### config.mk
export PLATFORM = sky130hd
export DESIGN_NAME = fir_sample_sequencer
export DESIGN_NICKNAME = d
export VERILOG_FILES = /design/src/rtl/fir_seq_pkg.sv /design/src/rtl/fir_seq_fifo.sv /design/src/rtl/fir_sample_sequencer.sv
export SDC_FILE = /design/constraint.sdc
export NUM_CORES = 1
export LEC_CHECK = 0
export CELL_PAD_IN_SITES_DETAIL_PLACEMENT = 0
export CELL_PAD_IN_SITES_GLOBAL_PLACEMENT = 2
export CORE_ASPECT_RATIO = 2
export CORE_UTILIZATION = 31
export CTS_CLUSTER_SIZE = 20
export DETAILED_ROUTE_END_ITERATION = 12
export PLACE_DENSITY = 0.76
export SYNTH_ARGS = -nofsm -noshare
export SYNTH_HDL_FRONTEND = slang
export SYNTH_SLANG_ARGS = --single-unit
### constraint.sdc
create_clock -name clk -period 3.6 [get_ports clk]
set_clock_uncertainty 0.2 [all_clocks]
set_input_delay 0.72 -clock clk [delete_from_list [all_inputs] [get_ports clk]]
set_output_delay 0.72 -clock clk [all_outputs]
set_load 0.01 [all_outputs]
### src/rtl/fir_seq_pkg.sv
// Shared types and helpers for the FIR sample sequencer.
// Optional WAIT timeout is enabled by defining FIR_SEQ_TIMEOUT_EN.
package fir_seq_pkg;

    typedef enum logic [1:0] {
        IDLE  = 2'd0,
        ISSUE = 2'd1,
        WAIT  = 2'd2
    } seq_state_t;

    // Width of a FIR result for a given sample width.
    function automatic int out_w(input int width);
        return 2 * width + 6;
    endfunction

endpackage

### src/rtl/fir_seq_fifo.sv
// Synchronous FIFO buffering upstream samples ahead of the FIR core.
// No pass-through: a push while full is refused even if a pop happens that cycle.
module fir_seq_fifo #(
    parameter int WIDTH = 16,
    parameter int DEPTH = 4
) (
    input  logic             clk,
    input  logic             rst,
    input  logic             push,
    input  logic             pop,
    input  logic [WIDTH-1:0] data_in,
    output logic             full,
    output logic             empty,
    output logic [WIDTH-1:0] head
);

    localparam int AW = $clog2(DEPTH);
    localparam logic [AW:0] DEPTH_CNT = DEPTH[AW:0];

    logic [WIDTH-1:0] mem [DEPTH];
    logic [AW-1:0]    wr_ptr;
    logic [AW-1:0]    rd_ptr;
    logic [AW:0]      count;
    logic             push_ok;
    logic             pop_ok;

    assign full    = (count == DEPTH_CNT);
    assign empty   = (count == '0);
    assign push_ok = push && !full;
    assign pop_ok  = pop && !empty;
    assign head    = mem[rd_ptr];

    always_ff @(posedge clk) begin
        if (rst) begin
            wr_ptr <= '0;
            rd_ptr <= '0;
            count  <= '0;
        end else begin
            if (push_ok) wr_ptr <= wr_ptr + 1'b1;
            if (pop_ok)  rd_ptr <= rd_ptr + 1'b1;
            case ({push_ok, pop_ok})
                2'b10:   count <= count + 1'b1;
                2'b01:   count <= count - 1'b1;
                default: ;
            endcase
        end
    end

    // NOTE: storage is not reset; the pointers and count define which entries are valid.
    always_ff @(posedge clk) begin
        if (push_ok) mem[wr_ptr] <= data_in;
    end

endmodule

### src/rtl/fir_sample_sequencer.sv
// Issues buffered samples to the FIR core one at a time and holds each result on a
// valid/ready port. Define FIR_SEQ_TIMEOUT_EN to abort a WAIT after TIMEOUT cycles.
module fir_sample_sequencer
    import fir_seq_pkg::*;
#(
    parameter int  WIDTH   = 16,
    parameter int  DEPTH   = 4,
    parameter int  TIMEOUT = 272,
    localparam int OUT_W   = out_w(WIDTH)
) (
    input  logic             clk,
    input  logic             rst,
    input  logic [WIDTH-1:0] s_data,
    input  logic             s_valid,
    output logic             s_ready,
    output logic [WIDTH-1:0] FIR_input,
    output logic             input_valid,
    input  logic [OUT_W-1:0] FIR_output,
    input  logic             output_valid,
    output logic [OUT_W-1:0] m_data,
    output logic             m_valid,
    input  logic             m_ready,
    output logic             busy,
    output logic [15:0]      sample_count,
    output logic             err
);

    seq_state_t       state;
    seq_state_t       state_next;
    logic             fifo_full;
    logic             fifo_empty;
    logic [WIDTH-1:0] fifo_head;
    logic             pop;
    logic             capture;
    logic             ov_q;
    logic             ov_rise;
    logic             timeout_hit;

    fir_seq_fifo #(
        .WIDTH (WIDTH),
        .DEPTH (DEPTH)
    ) u_fifo (
        .clk     (clk),
        .rst     (rst),
        .push    (s_valid),
        .pop     (pop),
        .data_in (s_data),
        .full    (fifo_full),
        .empty   (fifo_empty),
        .head    (fifo_head)
    );

    assign s_ready = !fifo_full;
    assign busy    = (state != IDLE) || !fifo_empty;
    assign ov_rise = output_valid && !ov_q;

    // NOTE: every always_comb output gets a default first so no path infers a latch.
    always_comb begin
        state_next  = state;
        pop         = 1'b0;
        input_valid = 1'b0;
        capture     = 1'b0;
        case (state)
            IDLE: begin
                if (!fifo_empty && !m_valid) begin
                    pop        = 1'b1;
                    state_next = ISSUE;
                end
            end
            ISSUE: begin
                input_valid = 1'b1;
                state_next  = WAIT;
            end
            WAIT: begin
                if (ov_rise) begin
                    capture    = 1'b1;
                    state_next = IDLE;
                end else if (timeout_hit) begin
                    state_next = IDLE;
                end
            end
            default: state_next = IDLE;
        endcase
    end

    // NOTE: sequential state uses non-blocking assignments so all registers update together.
    always_ff @(posedge clk) begin
        if (rst) begin
            state        <= IDLE;
            ov_q         <= 1'b0;
            FIR_input    <= '0;
            m_data       <= '0;
            m_valid      <= 1'b0;
            sample_count <= '0;
        end else begin
            state <= state_next;
            ov_q  <= output_valid;
            if (pop) FIR_input <= fifo_head;
            if (m_valid && m_ready) m_valid <= 1'b0;
            if (capture) begin
                m_data       <= FIR_output;
                m_valid      <= 1'b1;
                sample_count <= sample_count + 1'b1;
            end
        end
    end

`ifdef FIR_SEQ_TIMEOUT_EN
    localparam int CNT_W = $clog2(TIMEOUT + 1);
    localparam logic [CNT_W-1:0] TIMEOUT_LAST = CNT_W'(TIMEOUT - 1);

    logic [CNT_W-1:0] wait_cnt;
    logic             err_q;

    // wait_cnt holds the number of completed WAIT cycles; the abort lands on the last one.
    assign timeout_hit = (wait_cnt == TIMEOUT_LAST);
    assign err         = err_q;

    always_ff @(posedge clk) begin
        if (rst) begin
            wait_cnt <= '0;
            err_q    <= 1'b0;
        end else begin
            if (state != WAIT) wait_cnt <= '0;
            else               wait_cnt <= wait_cnt + 1'b1;
            if (state == WAIT && !ov_rise && timeout_hit) err_q <= 1'b1;
        end
    end
`else
    assign timeout_hit = 1'b0;
    assign err         = 1'b0;
`endif

endmodule
# After elaboration in Yosys (flattened, before gate mapping)
# Memory sizes are Yosys's and may differ from the RTL's. A register that Yosys moved wholly into a read port is not among the register bits.
# Cells that the tools add are included.
# totals
regBits,65
mem_bits_rw,64
elab_cells,50
n_memories,1
# mem_list
name,depth,width,rd,rd_clocked_by_memory_dff,write_ports,line_no,text
u_fifo.mem,4,16,1,1,1,fir_seq_fifo.sv:20,logic [WIDTH-1:0] mem [DEPTH];
# op_classes
addsub,5
n_eq_ne,7
mux,13
reduce_logical,16
# ops
operator,n
$add A16 B1 Y16 const B,1
$mux W1,9
$pmux W2 S3,1
$pmux W3 S2,1
$reduce_bool A2 Y1,3
$logic_and A1 B1 Y1,5
$add A2 B1 Y2 const B,2
$eq A2 B1 Y1 const B,2
$eq A2 B2 Y1 const B,2
$logic_not A1 Y1,4
$mux W2,2
$ne A2 B2 Y1 const B,2
$add A3 B1 Y3 const B,1
$eq A3 B3 Y1 const B,1
$logic_not A3 Y1,1
$sub A3 B1 Y3 const B,1
$logic_not A2 Y1,1
$reduce_and A2 Y1,1
$logic_or A1 B1 Y1,1

# Logic depth before layout (Yosys ltp)
# Gate-level depths: netlist (run 1).
# logic_depth
depth_word,8
ltp_mapped,11
mapped_depth_nobuf,9

# Modules after synthesis
# A second synthesis (run 1) with hierarchy kept.
# unflattened
cells_unflattened,477
hier_area_um2,5560.3
# modules_own_cells
mod,instances,cells_each,area_each_um2,seq_area_each_um2
fir_seq_fifo,1,138,2821.5,2102.0
fir_sample_sequencer,1,339,2738.9,1481.4

# Worst setup path before layout (run 1)
# No wires, ideal clock.
# synth_timing
kind,reg2reg
from,reg state[0]
to,reg u_fifo.count[2]
t_arrival_ps,2455
setup_slack_ps,874
path_stages_with_launch,11
synth_period_minus_slack_ps,2726
cell_sequence,dfxtp_1 or4_1 buf_2 inv_2 buf_2 ha_1 inv_1 fa_1 xor2_1 or3_1 a21oi_1
# synth_via
elab_chain_len,5
word_cells_on_any_way,7
# synth_lines
item,line_no,text
"start, declared",fir_sample_sequencer.sv:28,seq_state_t state;
"start signal, assigned",fir_sample_sequencer.sv:96,state <= state_next;
$logic_not A2 Y1 (*),fir_sample_sequencer.sv:63,case (state)
$mux W1 (*),fir_sample_sequencer.sv:63,
$logic_and A1 B1 Y1 (*),fir_seq_fifo.sv:30,assign pop_ok = pop && !empty;
via u_fifo.pop_ok,fir_seq_fifo.sv:25,logic pop_ok;
$eq A2 B1 Y1 / $eq A2 B2 Y1 (equally long branches),fir_seq_fifo.sv:41,"case ({push_ok, pop_ok})"
$pmux W3 S2 / $reduce_bool A2 Y1 (equally long branches),--,
"end signal, assigned",fir_seq_fifo.sv:42,2'b10: count <= count + 1'b1;
"end signal, assigned",fir_seq_fifo.sv:43,2'b01: count <= count - 1'b1;
"end, declared",fir_seq_fifo.sv:23,logic [AW:0] count;
# The timed path passes the listed nets; every way through them passes the cells marked *.
# A chain may end at the register's enable or synchronous reset.

# Worst setup path after layout (run 1)
# layout_timing
from,reg state[0]
to,reg u_fifo.count[2]
# layout_via
elab_chain_len,5
word_cells_on_any_way,7
# layout_lines
item,line_no
$logic_not A2 Y1 (*),fir_sample_sequencer.sv:63
$mux W1 (*),fir_sample_sequencer.sv:63
$logic_and A1 B1 Y1 (*),fir_seq_fifo.sv:30
$eq A2 B1 Y1 / $eq A2 B2 Y1 (equally long branches),fir_seq_fifo.sv:41
$pmux W3 S2 / $reduce_bool A2 Y1 (equally long branches),--
# Mark *: on every way between the ends. The rest lies on a longest branch, timed or not.

==> results.yml, run 1 <==
final_layout:
  diodes: 0
  syn_to_final_growth_pct: 40.56
  fillers: 1620
  fin_area_sq_um: 7614
  nNetsFinal: 668
  drive_above_1_share_pct: 10.08
die:
  core_sq_um: 17190
  start_util_pct: 31.52
  rows: 68
  dieWidth_um: 95.47
  io_pins: 134
  fp.dieH_um: 188.9
  die-area_sq_um: 18040
placed_design:
  place_congestion: 0.7702
  hpwl_mm: 9.160
  io_buffers: 132
  placed_area_sq_um: 6993
synthesis:
  yosysUniqueCellTypes: 33
  synth_edf_count: 64
  yosysTopAreaCell: "edfxtp_1"
  ys.flop_type: "dfxtp_1"
  syn_area_per_cell_sq_um: 11.57
  yosys_warnings: 0
  synth_common_cells: "nand2_1 (117), dfxtp_1 (81), a21oi_1 (66)"
  syn_nets: 534
  yosysMostFrequentCell: "nand2_1"
  synth_top_area_share_pct: 35.48
  postSynth.asyncResetShare_pct: 0
  synth_cells: 468
  ys_top_cells_by_area: "edfxtp_1 (35%), dfxtp_1 (30%), nand2_1 (8.1%), mux4_2 (6.7%), a21oi_1 (6.1%)"
  ys_seq_elements: 145
  netlist_area_sq_um: 5416
  ys_seq_area_share_pct: 65.42
global_route:
  grt_use_met2_pct: 30.11
  track_usage_pct: 15.59
  grt_util_met3_pct: 3.173
  busiest_layer: "met2"
  grt_pass1_vias: 4044
  grt_max_degree: 45
  grt-ovfl-total: 0
  antenna_found_initial: 0
  grt_pass1_wl_mm: 20.73
  met1_usage_pct: 14.70
sta:
  drv_slew: 0
  timing.fmax_ghz: 0.3661
  hold_viol: 0
  rsz0062_at_grt: "no"
  fin_crit_sh_pct: 75.87
  worst_pin_slew_ps: 893.9
  slew_headroom_pct: 40.32
  finalSetupViolCount: 0
  finalCriticalPeriod_ps: 2731
  fin_hold_ws_ps: 253.4
  tns_ps: 0
critical_path:
  crit_path_start_kind: "flip-flop"
  critPathKind: "reg2reg"
  arrival_ps: 2870
  path_max_fanout: 18
  required_ps: 3740
  crit_path_end_kind: "flip-flop"
clock_network:
  clk_pin_slew_worst_paths_ps: 70
  cts_resized: 0
  cts_tree: "yes"
  cts-buffers-inserted: 17
  root_buffer: "clkbuf_16"
  clock_sinks: 145
  htreeDepth: 4
  ctsLongestPathBuffers: 2
  cts-hold-fix-buffers: 0
  clk_latency_ps: 420
  post_cts_buffers: 0
power:
  sw_frac_of_total_pct: 28.90
  power_frac_seq_pct: 40.2
  p_int_w: 0.003639
  finalPower_w: 0.005118
  power_switching_w: 0.001479
  p_comb_share_pct: 23.5
  ir_drop_mv: 0.3920
  pwr_density_cell_nw_per_um2: 672.2
  p_leak_nw: 2.543
  power_frac_clock_pct: 36.3
drt:
  route.detailed.drc: 0
  vias: 3876
  wl_mm: 13.17
  viasPerCell: 4.698
  routedWlPerCell_um: 15.96
  drt_iter0_markers: 92
  dr.pass1.iters: 4
  drtAntennaViolNets: 0
job:
  maxCapViolCount: 0
hold_path:
  holdCritPathClass: "reg2reg"
status:
  status: "completed"
[layer usage]
layer	routed length [um]	share of wire (%)	vias to the layer above
li1	-	-	1901
met1	4657	35	1863
met2	7677	58	95
met3	515	3.9	17
met4	318	2.4	0
met5	0	0	-
[cells in the final DEF (no fill, tap or decap), drive strengths merged, types with 11 or more instances in the layout]
cell	synthesis	final
buf	5	11
nand2	117	117
edfxtp	64	64
clkdlybuf4s50	0	131
clkbuf	22	18
inv	9	18
a21oi	66	66
nor2	18	18
dfxtp	81	81
mux4	16	16
[cells by family after synthesis]
logic type / Yosys count / share of synthesized area (%)
other: 1 / 0.06923
AND/OR/NAND/NOR: 176 / 14.39
multiplexers: 16 / 6.653
XOR/XNOR: 14 / 2.264
AO/OA/AOI/OAI: 73 / 6.792
buffers and inverters: 36 / 2.657
flip-flops: 145 / 65.42
adder cells (fa/ha/maj): 7 / 1.756
[final timing paths]
check	endpoint	cells past startpoint	slack, ps	from
worst max-delay path	u_fifo.count[2]	9	870	state[0]
worst max register to register	u_fifo.count[2]	9	870	state[0]
worst min register to register	m_data[10]	2	250	m_data[10]
worst min-delay path	m_data[10]	2	250	m_data[10]
[power groups by stage]
stage                     sequential (W)  combinational [W]  clock [W]
after floorplan                  0.00210           0.000645          0
after global placement           0.00209            0.00122          0
after detailed placement         0.00209            0.00123          0
after CTS                        0.00206            0.00123    0.00192
after global routing             0.00208            0.00133    0.00199
final                            0.00206            0.00120    0.00186
[through the flow]
stage,worst slack [ps],cells,util [%]
floorplan,874.1,468,-
global placement,675.6,793,40.69
detailed placement,644.2,793,40.69
CTS,868.3,825,44.30
global route,707.5,825,44.30
finish,868.6,825,44.30
[area by class of cell]
type	instances	area [sq um]	area share [%]
clock inverters	14	191.4	2.514
inverters	9	33.78	0.4437
repair buffers	142	1404	18.44
multi-input cells	287	1749	22.97
well taps	210	262.8	3.451
flip-flops and latches	145	3543	46.54
clock buffers	18	429.2	5.637
[state kept, by name, summed over array words and instances, names as in the netlist, 2 cells and up]
| register | cells |
|---|---|
| FIR_input | 16 |
| m_data | 38 |
| sample_count | 16 |
| state | 2 |
| u_fifo.count | 3 |
| u_fifo.mem | 64 |
| u_fifo.rd_ptr | 2 |
| u_fifo.wr_ptr | 2 |
[critical path, stage by stage, from the launching register on]
cell and delay (ps):
dfxtp_1 380, or4_1 540, buf_4 230, inv_2 80, ha_1 180, inv_1 70
fa_1 370, xor2_1 160, or3_1 310, a21oi_1 140
Note: power is estimated with default switching activity, not from simulation.
==> run 2: changes to the inputs <==
CORE_UTILIZATION = 28   (was 31)
PLACE_DENSITY = 0.73   (was 0.76)
clock period = 2.2 ns   (was 3.6 ns; I/O delays follow)
==> run 2 against run 1 <==
Non-clock buffer count is 20 higher. First-iteration DRC count is 12% higher. Maximum frequency is 20% higher. The run now ends with negative setup slack left. Critical path depth stayed put. Hold slack worse by 0.67 ps. Combinational power is 86% higher. Via count is 2.2% higher. Global-route usage is 1.7 points lower.
==> results.yml, run 2 (synthesized netlist as in run 1, its figures left out) <==
sta:
  slew_headroom_pct: 66.11
  timing.fmax_ghz: 0.4382
  worst_pin_slew_ps: 508.4
  tns_ps: -81.97
  finalSetupViolCount: 1
  hold_viol: 0
  finalCriticalPeriod_ps: 2282
  drv_slew: 0
  fin_ws_ps: -81.97
  fin_crit_sh_pct: 103.7
  rsz0062_at_grt: "yes"
clock_network:
  ctsLongestPathBuffers: 2
  root_buffer: "clkbuf_16"
  htreeDepth: 4
  clk_pin_slew_worst_paths_ps: 60
  clock_sinks: 145
  cts-buffers-inserted: 17
  cts_tree: "yes"
  clk_latency_ps: 420
final_layout:
  drive_above_1_share_pct: 14.96
  diodes: 0
  nNetsFinal: 688
  fillers: 1820
  largest_registers: "u_fifo.mem: 64 flops, m_data: 38 flops"
  multi_input_area_sq_um: 1778
  instances_no_fill: 890
  regArea_sq_um: 3551
  layout_common_cells: "clkdlybuf4s50_1 (128), nand2_1 (117), dfxtp_1 (77), a21oi_1 (66), edfxtp_1 (64)"
  regMostFlops: "u_fifo.mem"
  syn_to_final_growth_pct: 46.04
  largest_register_ffs: 64
  final_common_cell: "clkdlybuf4s50_1"
power:
  ir_drop_mv: 0.5193
  p_leak_nw: 2.654
  pwr_density_cell_nw_per_um2: 1064
drt:
  highest_layer: "met4"
  dr.pass1.iters: 4
  wl_met3_um: 686
  drt_iter0_markers: 103
  met2_length_mm: 7.444
  viasPerCell: 4.453
  routedWlPerCell_um: 14.84
  vias: 3963
  route.detailed.drc: 0
  m1WireLength_mm: 4.720
  drtAntennaViolNets: 0
  wl_mm: 13.21
hold_path:
  hp-start: "m_data[4]"
  holdPathEnd: "m_data[4]"
  holdCritPathClass: "reg2reg"
  min_path_cells: 2
critical_path:
  r2r_slack_ps: -80
  cpMaxStageDelayCell: "or3b_4"
  arrival_ps: 2430
  crit_path_end_kind: "flip-flop"
  rr_endpoint: "u_fifo.count[2]"
  path_cells: "or3b_4, and2_4, inv_4, ha_4, inv_2, fa_2, xor2_1, or3_1, a21oi_1"
  critPathKind: "reg2reg"
  max_stage_delay_ps: 380
  required_ps: 2350
  path_max_fanout: 4
  worstReg2RegStart: "u_fifo.count[2]"
  crit_path_start_kind: "flip-flop"
  worstRegToRegCells: 9
global_route:
  antenna_found_initial: 0
  grt_pass1_vias: 3968
  grt-ovfl-total: 0
  grt_pass1_wl_mm: 20.37
  track_usage_pct: 13.85
  grt_max_degree: 39
die:
  die-area_sq_um: 19940
  dieWidth_um: 100.3
  rows: 71
  io_pins: 134
  core_sq_um: 18830
  fp.dieH_um: 198.7
  start_util_pct: 28.76
job:
  maxCapViolCount: 0
placed_design:
  io_buffers: 132
  hpwl_mm: 9.347
  dp_cells: 857
  place_congestion: 0.7506
status:
  status: "complete, but fails checks"
  violations: "negative setup slack"
[run 2: changes by cell type in the layout (fill, tap and decap cells not counted), sizes merged]
cell	delta
clkdlybuf4s50	-3
clkinvlp	+2
buf	+21
clkinv	+6
inv	-6
dlygate4sd2	+2
bufinv	-1
clkbuf	-1
[run 2: worst max path at each step]
stage / endpoint / from / cells after the start / slack (ps)
2_1_floorplan: u_fifo.count[2] / state[1] / 10 / -290
3_3_place_gp: u_fifo.count[2] / s_valid / 9 / -300
3_5_place_dp: u_fifo.count[2] / s_valid / 9 / -340
4_1_cts: u_fifo.count[2] / u_fifo.count[2] / 9 / -110
5_1_grt: u_fifo.count[2] / u_fifo.count[2] / 9 / -150
6_report: u_fifo.count[2] / u_fifo.count[2] / 9 / -80
[run 2: cell type report]
type                    instances  area share [%]
flip-flops and latches        145           44.89
multi-input cells             287           22.48
repair buffers                162           20.66
clock buffers                  17           5.378
well taps                     255           4.034
clock inverters                15           2.040
inverters                       9          0.5220
[run 2: critical path: cells and delay by family, from the launching register on]
family / cells / cell delay, ps
AND/OR/NAND/NOR: 3 / 840
adder cells (fa/ha/maj): 2 / 460
flip-flops: 1 / 350
XOR/XNOR: 1 / 150
AO/OA/AOI/OAI: 1 / 120
buffers and inverters: 2 / 90
[run 2: routing by layer]
metal / vias to the layer above / GRT usage (%)
li1: 1939 / -
met4: 0 / 7.085
met1: 1898 / 13.21
met5: - / 0
met3: 20 / 4.006
met2: 106 / 26.18
[run 2: per-stage QoR]
stage                     total power, W  hold WS, ps  utilization [%]  setup slack (ps)  cell area [sq um]
after floorplan                 0.004600        269.2                -            -285.2               5450
after global placement          0.005624        241.2            38.77            -304.7               7301
after detailed placement        0.005670        248.7            38.77            -337.8               7301
after CTS                       0.008569        258.1            41.96            -107.9               7903
after global routing            0.008869        274.3            42.00            -151.2               7910
final                           0.008412        252.8            42.00            -81.97               7910
[run 2: repair_timing]
action                                  in CTS  in global routing
hold buffers                                 0                  0
gates resized for setup                     16                  0
pin swaps                                    4                  1
endpoints found under the setup margin       5                  3
setup buffers                                0                  1
[run 2: where the power goes]
group | internal (W) | switching, W
combinational | 0.00113 | 0.00110
clock | 0.00168 | 0.00116
sequential | 0.00318 | 0.000158
total | 0.00599 | 0.00242
